==> config.mk <==
export PLATFORM = sky130hd
export DESIGN_NAME = fifo_arbiter_flat
export DESIGN_NICKNAME = d
export VERILOG_FILES = /design/src/rtl/fifo_arb_pkg.sv /design/src/rtl/fifo_arbiter_if.sv /design/src/rtl/fifo_arbiter_rr_pick3.sv /design/src/rtl/fifo_arbiter.sv /design/src/flat_wrapper.sv
export SDC_FILE = /design/constraint.sdc
export NUM_CORES = 1
export LEC_CHECK = 0
export ABC_AREA = 0
export ABC_CLOCK_PERIOD_IN_PS = 6500
export BUFFER_PORTS_ARGS = -buffer_cell sky130_fd_sc_hd__buf_2
export CORE_MARGIN = 4
export CORE_UTILIZATION = 51
export CTS_BUF_LIST = sky130_fd_sc_hd__clkbuf_4
export DETAILED_ROUTE_END_ITERATION = 6
export GPL_TIMING_DRIVEN = 0
export HOLD_SLACK_MARGIN = 0.1
export PLACE_DENSITY_LB_ADDON = 0.1
export SETUP_SLACK_MARGIN = 0.1
export SLEW_MARGIN = 10
export SYNTH_ARGS = -nofsm -noshare
export SYNTH_HDL_FRONTEND = slang
export SYNTH_HIERARCHICAL = 1
export SYNTH_SLANG_ARGS = --single-unit
==> constraint.sdc <==
create_clock -name clk -period 6.5 [get_ports clk]
set_input_delay 1.3 -clock clk [delete_from_list [all_inputs] [get_ports clk]]
set_output_delay 1.3 -clock clk [all_outputs]
set_load 0.01 [all_outputs]
==> src/rtl/fifo_arb_pkg.sv <==
// Shared types and defaults for the two-producer / one-consumer FIFO arbiter.
package fifo_arb_pkg;

  localparam int DATA_W_DEF  = 32;
  localparam int DEPTH_DEF   = 8;
  localparam int COUNT_W_DEF = 4;

  typedef enum logic [1:0] {
    IDLE     = 2'd0,
    WR_ISSUE = 2'd1,
    RD_ISSUE = 2'd2,
    RD_DATA  = 2'd3
  } arb_state_e;

  typedef enum logic [1:0] {
    REQ_W0 = 2'd0,
    REQ_W1 = 2'd1,
    REQ_RD = 2'd2
  } req_idx_e;

  // The pointer always lands on the requester that follows the winner.
  function automatic req_idx_e next_ptr(input logic [2:0] winner, input req_idx_e cur);
    req_idx_e nxt;
    nxt = cur;
    if (winner[0]) begin
      nxt = REQ_W1;
    end else if (winner[1]) begin
      nxt = REQ_RD;
    end else if (winner[2]) begin
      nxt = REQ_W0;
    end
    return nxt;
  endfunction

endpackage

==> src/rtl/fifo_arbiter_if.sv <==
// Requester, consumer and FIFO-side signals of the arbiter; master is the arbiter side.
interface fifo_arbiter_if
  import fifo_arb_pkg::*;
#(
  parameter int DATA_W  = DATA_W_DEF,
  parameter int COUNT_W = COUNT_W_DEF
);

  logic               wr_req0;
  logic               wr_req1;
  logic [DATA_W-1:0]  wr_data0;
  logic [DATA_W-1:0]  wr_data1;
  logic               rd_req;
  logic [COUNT_W-1:0] data_count;
  logic [DATA_W-1:0]  fifo_dout;

  logic               fifo_wr_en;
  logic               fifo_rd_en;
  logic [DATA_W-1:0]  fifo_din;
  logic               wr_gnt0;
  logic               wr_gnt1;
  logic               rd_gnt;
  logic               rd_valid;
  logic [DATA_W-1:0]  rd_data;
  logic               busy;

  modport master (
    input  wr_req0, wr_req1, wr_data0, wr_data1, rd_req, data_count, fifo_dout,
    output fifo_wr_en, fifo_rd_en, fifo_din, wr_gnt0, wr_gnt1, rd_gnt,
           rd_valid, rd_data, busy
  );

  modport slave (
    output wr_req0, wr_req1, wr_data0, wr_data1, rd_req, data_count, fifo_dout,
    input  fifo_wr_en, fifo_rd_en, fifo_din, wr_gnt0, wr_gnt1, rd_gnt,
           rd_valid, rd_data, busy
  );

endinterface

==> src/rtl/fifo_arbiter_rr_pick3.sv <==
// Combinational 3-way round-robin picker: one-hot winner, search starts at the pointer.
module rr_pick3
  import fifo_arb_pkg::*;
(
  input  logic [2:0] eligible_i,
  input  req_idx_e   ptr_i,
  output logic [2:0] winner_o
);

  always_comb begin
    winner_o = 3'b000;
    case (ptr_i)
      REQ_W1: begin
        if (eligible_i[1]) begin
          winner_o = 3'b010;
        end else if (eligible_i[2]) begin
          winner_o = 3'b100;
        end else if (eligible_i[0]) begin
          winner_o = 3'b001;
        end
      end
      REQ_RD: begin
        if (eligible_i[2]) begin
          winner_o = 3'b100;
        end else if (eligible_i[0]) begin
          winner_o = 3'b001;
        end else if (eligible_i[1]) begin
          winner_o = 3'b010;
        end
      end
      default: begin
        if (eligible_i[0]) begin
          winner_o = 3'b001;
        end else if (eligible_i[1]) begin
          winner_o = 3'b010;
        end else if (eligible_i[2]) begin
          winner_o = 3'b100;
        end
      end
    endcase
  end

endmodule

==> src/rtl/fifo_arbiter.sv <==
// Arbitrates two producers and one consumer onto a single-port FIFO.
// Every output is a decode of registered state, so reset clears them without a clock.
module fifo_arbiter
  import fifo_arb_pkg::*;
#(
  parameter int DATA_W  = DATA_W_DEF,
  parameter int DEPTH   = DEPTH_DEF,
  parameter int COUNT_W = COUNT_W_DEF
) (
  input logic            clk,
  input logic            reset,
  fifo_arbiter_if.master bus
);

  arb_state_e        state_q, state_d;
  req_idx_e          ptr_q, ptr_d;
  logic              wsel_q, wsel_d;
  logic [DATA_W-1:0] fifo_din_q, fifo_din_d;
  logic [DATA_W-1:0] rd_data_q, rd_data_d;

  logic [COUNT_W-1:0] count;
  logic               full;
  logic               empty;
  logic [2:0]         eligible;
  logic [2:0]         winner;

  // Any occupancy at or beyond DEPTH counts as full.
  assign count    = bus.data_count;
  assign full     = (int'(count) >= DEPTH);
  assign empty    = (count == '0);
  assign eligible = {bus.rd_req & ~empty, bus.wr_req1 & ~full, bus.wr_req0 & ~full};

  rr_pick3 u_pick (
    .eligible_i (eligible),
    .ptr_i      (ptr_q),
    .winner_o   (winner)
  );

  always_comb begin
    state_d    = state_q;
    ptr_d      = ptr_q;
    wsel_d     = wsel_q;
    fifo_din_d = fifo_din_q;
    rd_data_d  = rd_data_q;
    case (state_q)
      IDLE: begin
        ptr_d = next_ptr(winner, ptr_q);
        if (winner[0]) begin
          state_d    = WR_ISSUE;
          wsel_d     = 1'b0;
          fifo_din_d = bus.wr_data0;
        end else if (winner[1]) begin
          state_d    = WR_ISSUE;
          wsel_d     = 1'b1;
          fifo_din_d = bus.wr_data1;
        end else if (winner[2]) begin
          state_d    = RD_ISSUE;
        end
      end
      WR_ISSUE: state_d = IDLE;
      RD_ISSUE: begin
        state_d   = RD_DATA;
        rd_data_d = bus.fifo_dout;
      end
      RD_DATA:  state_d = IDLE;
      default:  state_d = IDLE;
    endcase
  end

  always_ff @(posedge clk or posedge reset) begin
    if (reset) begin
      state_q    <= IDLE;
      ptr_q      <= REQ_W0;
      wsel_q     <= 1'b0;
      fifo_din_q <= '0;
      rd_data_q  <= '0;
    end else begin
      state_q    <= state_d;
      ptr_q      <= ptr_d;
      wsel_q     <= wsel_d;
      fifo_din_q <= fifo_din_d;
      rd_data_q  <= rd_data_d;
    end
  end

  assign bus.fifo_wr_en = (state_q == WR_ISSUE);
  assign bus.wr_gnt0    = (state_q == WR_ISSUE) && !wsel_q;
  assign bus.wr_gnt1    = (state_q == WR_ISSUE) && wsel_q;
  assign bus.fifo_rd_en = (state_q == RD_ISSUE);
  assign bus.rd_gnt     = (state_q == RD_ISSUE);
  assign bus.rd_valid   = (state_q == RD_DATA);
  assign bus.busy       = (state_q != IDLE);
  assign bus.fifo_din   = fifo_din_q;
  assign bus.rd_data    = rd_data_q;

endmodule

==> src/flat_wrapper.sv <==
// flat-port wrapper written by rule: the top's interface ports become plain ports
module fifo_arbiter_flat import fifo_arb_pkg::*;
#(
  parameter int DATA_W  = DATA_W_DEF,
  parameter int DEPTH   = DEPTH_DEF,
  parameter int COUNT_W = COUNT_W_DEF
)
  (clk, reset, bus_wr_req0, bus_wr_req1, bus_wr_data0, bus_wr_data1, bus_rd_req, bus_data_count, bus_fifo_dout, bus_fifo_wr_en, bus_fifo_rd_en, bus_fifo_din, bus_wr_gnt0, bus_wr_gnt1, bus_rd_gnt, bus_rd_valid, bus_rd_data, bus_busy);
  fifo_arbiter_if #(.DATA_W(DATA_W), .COUNT_W(COUNT_W)) bus_i ();
  input logic clk;
  input logic reset;
  input wire logic [$bits(bus_i.wr_req0)-1:0] bus_wr_req0;
  input wire logic [$bits(bus_i.wr_req1)-1:0] bus_wr_req1;
  input wire logic [$bits(bus_i.wr_data0)-1:0] bus_wr_data0;
  input wire logic [$bits(bus_i.wr_data1)-1:0] bus_wr_data1;
  input wire logic [$bits(bus_i.rd_req)-1:0] bus_rd_req;
  input wire logic [$bits(bus_i.data_count)-1:0] bus_data_count;
  input wire logic [$bits(bus_i.fifo_dout)-1:0] bus_fifo_dout;
  output wire logic [$bits(bus_i.fifo_wr_en)-1:0] bus_fifo_wr_en;
  output wire logic [$bits(bus_i.fifo_rd_en)-1:0] bus_fifo_rd_en;
  output wire logic [$bits(bus_i.fifo_din)-1:0] bus_fifo_din;
  output wire logic [$bits(bus_i.wr_gnt0)-1:0] bus_wr_gnt0;
  output wire logic [$bits(bus_i.wr_gnt1)-1:0] bus_wr_gnt1;
  output wire logic [$bits(bus_i.rd_gnt)-1:0] bus_rd_gnt;
  output wire logic [$bits(bus_i.rd_valid)-1:0] bus_rd_valid;
  output wire logic [$bits(bus_i.rd_data)-1:0] bus_rd_data;
  output wire logic [$bits(bus_i.busy)-1:0] bus_busy;
  assign bus_i.wr_req0 = bus_wr_req0;
  assign bus_i.wr_req1 = bus_wr_req1;
  assign bus_i.wr_data0 = bus_wr_data0;
  assign bus_i.wr_data1 = bus_wr_data1;
  assign bus_i.rd_req = bus_rd_req;
  assign bus_i.data_count = bus_data_count;
  assign bus_i.fifo_dout = bus_fifo_dout;
  assign bus_fifo_wr_en = bus_i.fifo_wr_en;
  assign bus_fifo_rd_en = bus_i.fifo_rd_en;
  assign bus_fifo_din = bus_i.fifo_din;
  assign bus_wr_gnt0 = bus_i.wr_gnt0;
  assign bus_wr_gnt1 = bus_i.wr_gnt1;
  assign bus_rd_gnt = bus_i.rd_gnt;
  assign bus_rd_valid = bus_i.rd_valid;
  assign bus_rd_data = bus_i.rd_data;
  assign bus_busy = bus_i.busy;
  fifo_arbiter #(.DATA_W(DATA_W), .DEPTH(DEPTH), .COUNT_W(COUNT_W)) u_core (.clk(clk), .reset(reset), .bus(bus_i));
endmodule
==> run_results.csv, run 1 <==
group,metric,value,unit
critical_path,critical_path_required,6770,ps
yosys,ys_top_cells_by_count,"sky130_fd_sc_hd__dfrtp_1, sky130_fd_sc_hd__mux2_4, sky130_fd_sc_hd__mux2_1, sky130_fd_sc_hd__buf_6, sky130_fd_sc_hd__mux2_2",
placement,port-buffer-count,175,
global_route,grt_start_max_net_pins,40,
yosys,synth-async-reset-ratio,100,%
global_route,antenna_found_initial,0,
pwr,max-vdd-ir-drop,0.233,mV
yosys,synth.net_count,328,
finish,syn_to_final_growth,33.7,%
clocking,ctsHtreeMaxLevel,3,
detailed_routing,dr.max_layer_used,"met4",
clocking,post_cts_hold_buffer_count,0,
pwr,total_leakage_power,2.36,nW
sta,slew_limit_headroom,56.9,%
floorplanning,coreArea,6460,um^2
placement,place_congestion,0.708,
critical_path,cp_buf_inv_count,3,
critical_path,cpPeakStageDelay,540,ps
sta,grt_setup_unrepaired,"no",
floorplanning,die_width,90.0,um
detailed_routing,antenna_nets_post_route,0,
clocking,postCtsSetupRepairBufs,0,
critical_path,setup.worst_path.start_class,"input pin",
clocking,cts.path.max_buffers,2,
pwr,power_frac_comb,48.6,%
outcome,run_status,"completed",
yosys,synthesis.instances,219,
sta,report.final.hold_viol_count,0,
min_path,worst_hold_startpoint,"u_core/bus.rd_data[14]",
yosys,synth_edf_count,0,
yosys,dominantRegCellSynth,"sky130_fd_sc_hd__dfrtp_1",
finish,utilization,71.0,%
clocking,post_cts_resized,0,
min_path,hold-path-endpoint,"u_core/bus.rd_data[14]",
critical_path,timing.critical_path.arrival,3420,ps
clocking,clk_lat_worst_skew,390,ps
placement,detailedPlacementHpwl,5840,um
yosys,most_instantiated_library_cell_after_synthesis,"sky130_fd_sc_hd__dfrtp_1",
critical_path,r2r.worst_path.cells,8,
critical_path,timing_worst_setup_path_type,"in2reg",
sta,max_clock_freq,0.318,GHz
critical_path,crit_fanout,10,
pwr,clock_power_share,14.9,%
floorplanning,top_level_ports,176,
global_route,grt_pass1_vias,2549,
sta,worst_slew_pin_slew,640,ps
detailed_routing,drt_iter0_drc,47,
clocking,cts.root.buffer_cell,"sky130_fd_sc_hd__clkbuf_4",
detailed_routing,met3_wirelength,658,um
critical_path,worst_r2r_endpoint,"u_core/bus.fifo_din[19]",
yosys,synth.cell_area,3430,um^2
min_path,min_delay_path_class,"reg2reg",
finish,layout.nets,515,
yosys,synth_top_area_cell,"sky130_fd_sc_hd__dfrtp_1",
finish,fill_cells,493,
detailed_routing,drt-wirelength-per-cell,15.0,um
detailed_routing,detailroute.via_count,2360,
detailed_routing,finalWirelength,7300,um
finish,diodes,0,
critical_path,worst-r2r-setup-slack,4000,ps
finish,layout.cell_area.non_filler,4590,um^2
floorplanning,core.rowCount,29,
global_route,global_route_wire_length_before_repair,12000,um
clocking,clock-sinks,69,
yosys,synth_top_cells_by_area,"sky130_fd_sc_hd__dfrtp_1, sky130_fd_sc_hd__mux2_4, sky130_fd_sc_hd__mux2_1",
critical_path,critical_path_depth,9,
detailed_routing,dr.pass1.iters,4,
pwr,power.sequential.fraction,36.5,%
yosys,synth_warnings,6,
sta,fin_setup_tns,0,ps
finish,layout-drive-gt1-share,64.7,%
finish,seq_area,1730,um^2
yosys,synth-seq-area-share,50.3,%
sta,min_period_over_period,48.4,%
sta,clock-skew-final,14.4,ps
pwr,intPower,1.38,mW
critical_path,worstSetupStartpoint,"bus_data_count[1]",
detailed_routing,vias_per_cell,4.84,
pwr,switching_share,34.1,%
detailed_routing,wirelength_met1,3080,um
sta,timing.final.crit_period,3150,ps
sta,final-setup-viol-count,0,
yosys,syn_area_per_cell,15.7,um^2
detailed_routing,met2_wirelength,3470,um
clocking,clk_transition_reported_paths,100,ps
placement,dpl_cell_area,4430,um^2
min_path,worst_hold_path.num_cells,1,
critical_path,cp_cell_sequence,"buf_2, o41a_1, inv_1, nand3_1, a21boi_0, nor2_2, nor2_8, buf_12, mux2_4",
floorplanning,start_util,53.1,%
clocking,cts_made_buffers,9,
critical_path,end_kind,"flop",
pwr,power.switching,717,uW
critical_path,worst_path_max_delay_cell,"sky130_fd_sc_hd__a21boi_0",
finish,multiInputGateArea,1520,um^2
floorplanning,dieArea,8100,um^2
floorplanning,die_y,90.0,um
job,maxCapViolCount,0,
sta,maxSlewViolCount,0,
yosys,synthDistinctLibCells,27,
global_route,global_route.usage.total,18.3,%
pwr,power_density,458,nW/um^2
critical_path,cpLargestDelayFamily,"compound AO/OA/AOI/OAI gates",
yosys,yosys.area.top_type_share,50.3,%
detailed_routing,drcViolationCount,0,
clocking,tritoncts,"yes",
global_route,grt_remaining_overflow,0,
yosys,postSynthRegisterBits,69,
critical_path,r2r_start,"u_core/ptr_q[0]",
layout make-up:
class                           instances  share of cell area [%]
Multi-Input combinational cell        131                    33.2
Sequential cell                        69                    37.6
Inverter                                7                   0.682
Clock inverter                          6                    1.91
Timing Repair Buffer                  176                    19.5
Clock buffer                           10                    1.64
Tap cell                               77                    2.10
Buffer                                 12                    3.35
state kept, by name, summed over array words and instances, names as in the netlist:
name and flops:
u_core/wsel_q 1, u_core/bus.fifo_din 32, u_core/state_q 2, u_core/bus.rd_data 32
u_core/ptr_q 2
worst register-to-register path, stage by stage (launching register included):
cell	delay, ps
sky130_fd_sc_hd__dfrtp_1	420
sky130_fd_sc_hd__inv_1	80
sky130_fd_sc_hd__ha_1	350
sky130_fd_sc_hd__mux2i_1	150
sky130_fd_sc_hd__a21boi_0	530
sky130_fd_sc_hd__nor2_2	160
sky130_fd_sc_hd__nor2_8	220
sky130_fd_sc_hd__buf_12	180
sky130_fd_sc_hd__mux2_4	310
worst max-delay path by stage:
stage | endpoint | slack, ps
global placement | u_core/bus.rd_data[1] | 2690
floorplan | u_core/bus.fifo_din[0] | 3380
detailed placement | u_core/bus.fifo_din[24] | 2980
finish | u_core/bus.fifo_din[19] | 3350
global route | u_core/bus.fifo_din[24] | 3280
CTS | u_core/bus.fifo_din[24] | 3390
placed cells by master, fill, tap and decap left out, drive strengths merged:
cell type / Yosys / final
bufinv: 0 / 2
a22o: 1 / 1
mux2: 96 / 96
o21ai: 4 / 4
a21oi: 4 / 4
o32ai: 1 / 1
nor3: 1 / 1
nor2: 6 / 6
clkinv: 0 / 1
inv: 7 / 7
a21boi: 1 / 1
nand3: 1 / 1
nand2: 2 / 2
mux2i: 1 / 1
clkbuf: 0 / 10
dfrtp: 69 / 69
o41a: 1 / 1
ha: 4 / 4
nor2b: 6 / 6
and2: 2 / 2
clkinvlp: 0 / 3
buf: 12 / 188
power by group through the flow:
stage,Clock [mW],Combinational (mW),Sequential [mW]
after floorplan,0,0.587,0.868
after global placement,0,1.01,0.771
after detailed placement,0,1.04,0.774
after CTS,0.323,1.04,0.769
after global routing,0.346,1.10,0.796
final,0.312,1.02,0.767
per-layer routing:
| layer | up-vias | global-route usage (%) |
|---|---|---|
| met2 | 116 | 30.1 |
| met5 | - | 0 |
| met4 | 0 | 7.78 |
| li1 | 1140 | - |
| met1 | 1097 | 22.4 |
| met3 | 7 | 5.26 |
logic make-up after synthesis:
family / Yosys count / share of synthesized area (%)
AOI/OAI and AO/OA: 12 / 2.22
adders and majority gates: 4 / 1.46
DFF: 69 / 50.3
buffers and inverters: 19 / 5.32
and+or+nand+nor: 18 / 3.39
muxes: 97 / 37.3
stage by stage:
stage | setup slack (ps) | cells | power, mW | hold WS [ps]
after floorplan | 3380 | 219 | 1.45 | 505
after global placement | 2690 | 471 | 1.78 | 464
after detailed placement | 2980 | 472 | 1.81 | 469
after CTS | 3390 | 488 | 2.13 | 496
after global routing | 3280 | 488 | 2.25 | 517
final | 3350 | 488 | 2.10 | 490
Note: power is estimated with default switching activity, not from simulation.
==> inputs of run 2 (changes only) <==
--- a/config.mk
+++ b/config.mk
@@ -6,10 +6,10 @@
 export NUM_CORES = 1
 export LEC_CHECK = 0
 export ABC_AREA = 0
-export ABC_CLOCK_PERIOD_IN_PS = 6500
+export ABC_CLOCK_PERIOD_IN_PS = 2800
 export BUFFER_PORTS_ARGS = -buffer_cell sky130_fd_sc_hd__buf_2
 export CORE_MARGIN = 4
-export CORE_UTILIZATION = 51
+export CORE_UTILIZATION = 43
 export CTS_BUF_LIST = sky130_fd_sc_hd__clkbuf_4
 export DETAILED_ROUTE_END_ITERATION = 6
 export GPL_TIMING_DRIVEN = 0
==> constraint.sdc (replaced) <==
create_clock -name clk -period 2.8 [get_ports clk]
set_input_delay 0.56 -clock clk [delete_from_list [all_inputs] [get_ports clk]]
set_output_delay 0.56 -clock clk [all_outputs]
set_load 0.01 [all_outputs]
==> run 2 against run 1 <==
Critical path type is now reg2reg. Critical path depth decreased by 1. Clock-buffer cell count down 1. Core utilization shrank 11 points.
==> run_results.csv, run 2 (synthesis results as in run 1) <==
group,metric,value,unit
global_route,grt_remaining_overflow,0,
clocking,tritoncts,"yes",
pwr,power_density,1070,nW/um^2
detailed_routing,vias_per_cell,4.59,
clocking,post_cts_hold_buffer_count,0,
clocking,clk_transition_reported_paths,110,ps
detailed_routing,dr.pass1.iters,4,
pwr,design_power_total,4.96,mW
sta,worst_slew_pin_slew,598,ps
floorplanning,die_width,97.3,um
sta,grt_setup_unrepaired,"no",
global_route,grt_pass1_vias,2497,
pwr,total_leakage_power,2.38,nW
critical_path,crit_fanout,10,
clocking,cts.path.max_buffers,2,
critical_path,worst_path_max_delay_cell,"sky130_fd_sc_hd__a21boi_0",
sta,timing.final.crit_period,2430,ps
clocking,ctsHtreeMaxLevel,3,
clocking,cts.root.buffer_cell,"sky130_fd_sc_hd__clkbuf_4",
global_route,global_route_wire_length_before_repair,12400,um
finish,layout.cells.most_common_list,"sky130_fd_sc_hd__buf_2, sky130_fd_sc_hd__dfrtp_1, sky130_fd_sc_hd__mux2_4",
detailed_routing,finalWirelength,7370,um
floorplanning,coreArea,7730,um^2
sta,max_clock_freq,0.412,GHz
global_route,grt_start_max_net_pins,41,
min_path,min_delay_path_class,"in2async",
detailed_routing,antenna_nets_post_route,0,
critical_path,timing_worst_setup_path_type,"reg2reg",
finish,layout_commonest_cell,"sky130_fd_sc_hd__buf_2",
placement,place_congestion,0.764,
critical_path,end_kind,"flop",
pwr,max-vdd-ir-drop,0.509,mV
floorplanning,top_level_ports,176,
job,maxCapViolCount,0,
floorplanning,die_y,97.3,um
floorplanning,start_util,44.4,%
finish,layout.cell_area.non_filler,4640,um^2
global_route,global_route.usage.total,16.2,%
critical_path,timing.critical_path.arrival,2720,ps
critical_path,cp_cell_sequence,"inv_1, ha_1, mux2i_1, a21boi_0, nor2_2, nor2_8, buf_12, mux2_4",
clocking,cts_made_buffers,9,
finish,syn_to_final_growth,35.2,%
placement,detailedPlacementHpwl,5880,um
sta,maxSlewViolCount,0,
floorplanning,dieArea,9470,um^2
clocking,postCtsSetupRepairBufs,0,
critical_path,cpLargestDelayFamily,"compound AO/OA/AOI/OAI gates",
critical_path,cpPeakStageDelay,490,ps
sta,min_period_over_period,86.7,%
critical_path,cp_buf_inv_count,2,
outcome,run_status,"completed",
finish,layout.nets,515,
sta,report.final.hold_viol_count,0,
sta,clock-skew-final,6.40,ps
critical_path,critical_path_required,3090,ps
finish,diodes,0,
clocking,clock-sinks,69,
detailed_routing,drcViolationCount,0,
critical_path,setup.worst_path.start_class,"flop",
clocking,clk_lat_worst_skew,400,ps
floorplanning,core.rowCount,32,
sta,final-setup-viol-count,0,
global_route,antenna_found_initial,0,
sta,slew_limit_headroom,59.7,%
finish,layout-drive-gt1-share,64.2,%
clocking,post_cts_resized,0,
detailed_routing,detailroute.via_count,2353,
placement,dpl_cell_area,4460,um^2
finish,fill_cells,652,
placement,port-buffer-count,175,
detailed_routing,drt-wirelength-per-cell,14.4,um
detailed_routing,drt_iter0_drc,58,
-- run 2: through the flow --
stage | setup TNS [ps] | std cells | setup slack (ps) | utilization [%] | hold WS, ps
after floorplan | 0 | 219 | 421 | - | 505
after global placement | -23480 | 496 | -343 | 57.4 | 463
after detailed placement | 0 | 497 | 74.5 | 57.7 | 469
after CTS | 0 | 513 | 365 | 60.0 | 131
after global routing | 0 | 513 | 227 | 60.0 | 113
final | 0 | 513 | 372 | 60.0 | 129
-- run 2: power breakdown --
part	internal [mW]	total, mW	switching, mW
clock network	0.448	0.803	0.355
logic	1.33	2.40	1.06
registers	1.51	1.76	0.257
-- run 2: path summary, 6_finish.rpt --
check | slack [ps] | end | start | depth (start not counted)
hold / removal | 130 | u_core/bus.rd_data[24] | reset | 2
min in group clk | 360 | u_core/bus.rd_data[23] | bus_fifo_dout[23] | 2
max in group asynchronous | 2140 | u_core/bus.rd_data[28] | reset | 3
setup / recovery | 370 | u_core/bus.fifo_din[22] | u_core/ptr_q[0] | 8
setup reg to reg | 370 | u_core/bus.fifo_din[22] | u_core/ptr_q[0] | 8
hold reg to reg | 490 | u_core/bus.rd_data[25] | u_core/bus.rd_data[25] | 1
-- run 2: layout make-up --
class,instances,area [um^2],share of cell area [%]
Multi-Input combinational cell,131,1520,32.8
Buffer,12,154,3.32
Clock buffer,9,67.6,1.46
Clock inverter,7,114,2.45
Tap cell,102,128,2.75
Sequential cell,69,1730,37.2
Inverter,7,31.3,0.674
Timing Repair Buffer,176,896,19.3
-- run 2: routing by layer --
metal  wire length (um)  track usage [%]  part of all wire, %
met5                  0                0                    0
met4                 63             4.15                 0.86
met3                634             6.39                  8.6
met2               3600             27.4                   49
met1               3070             19.2                   42
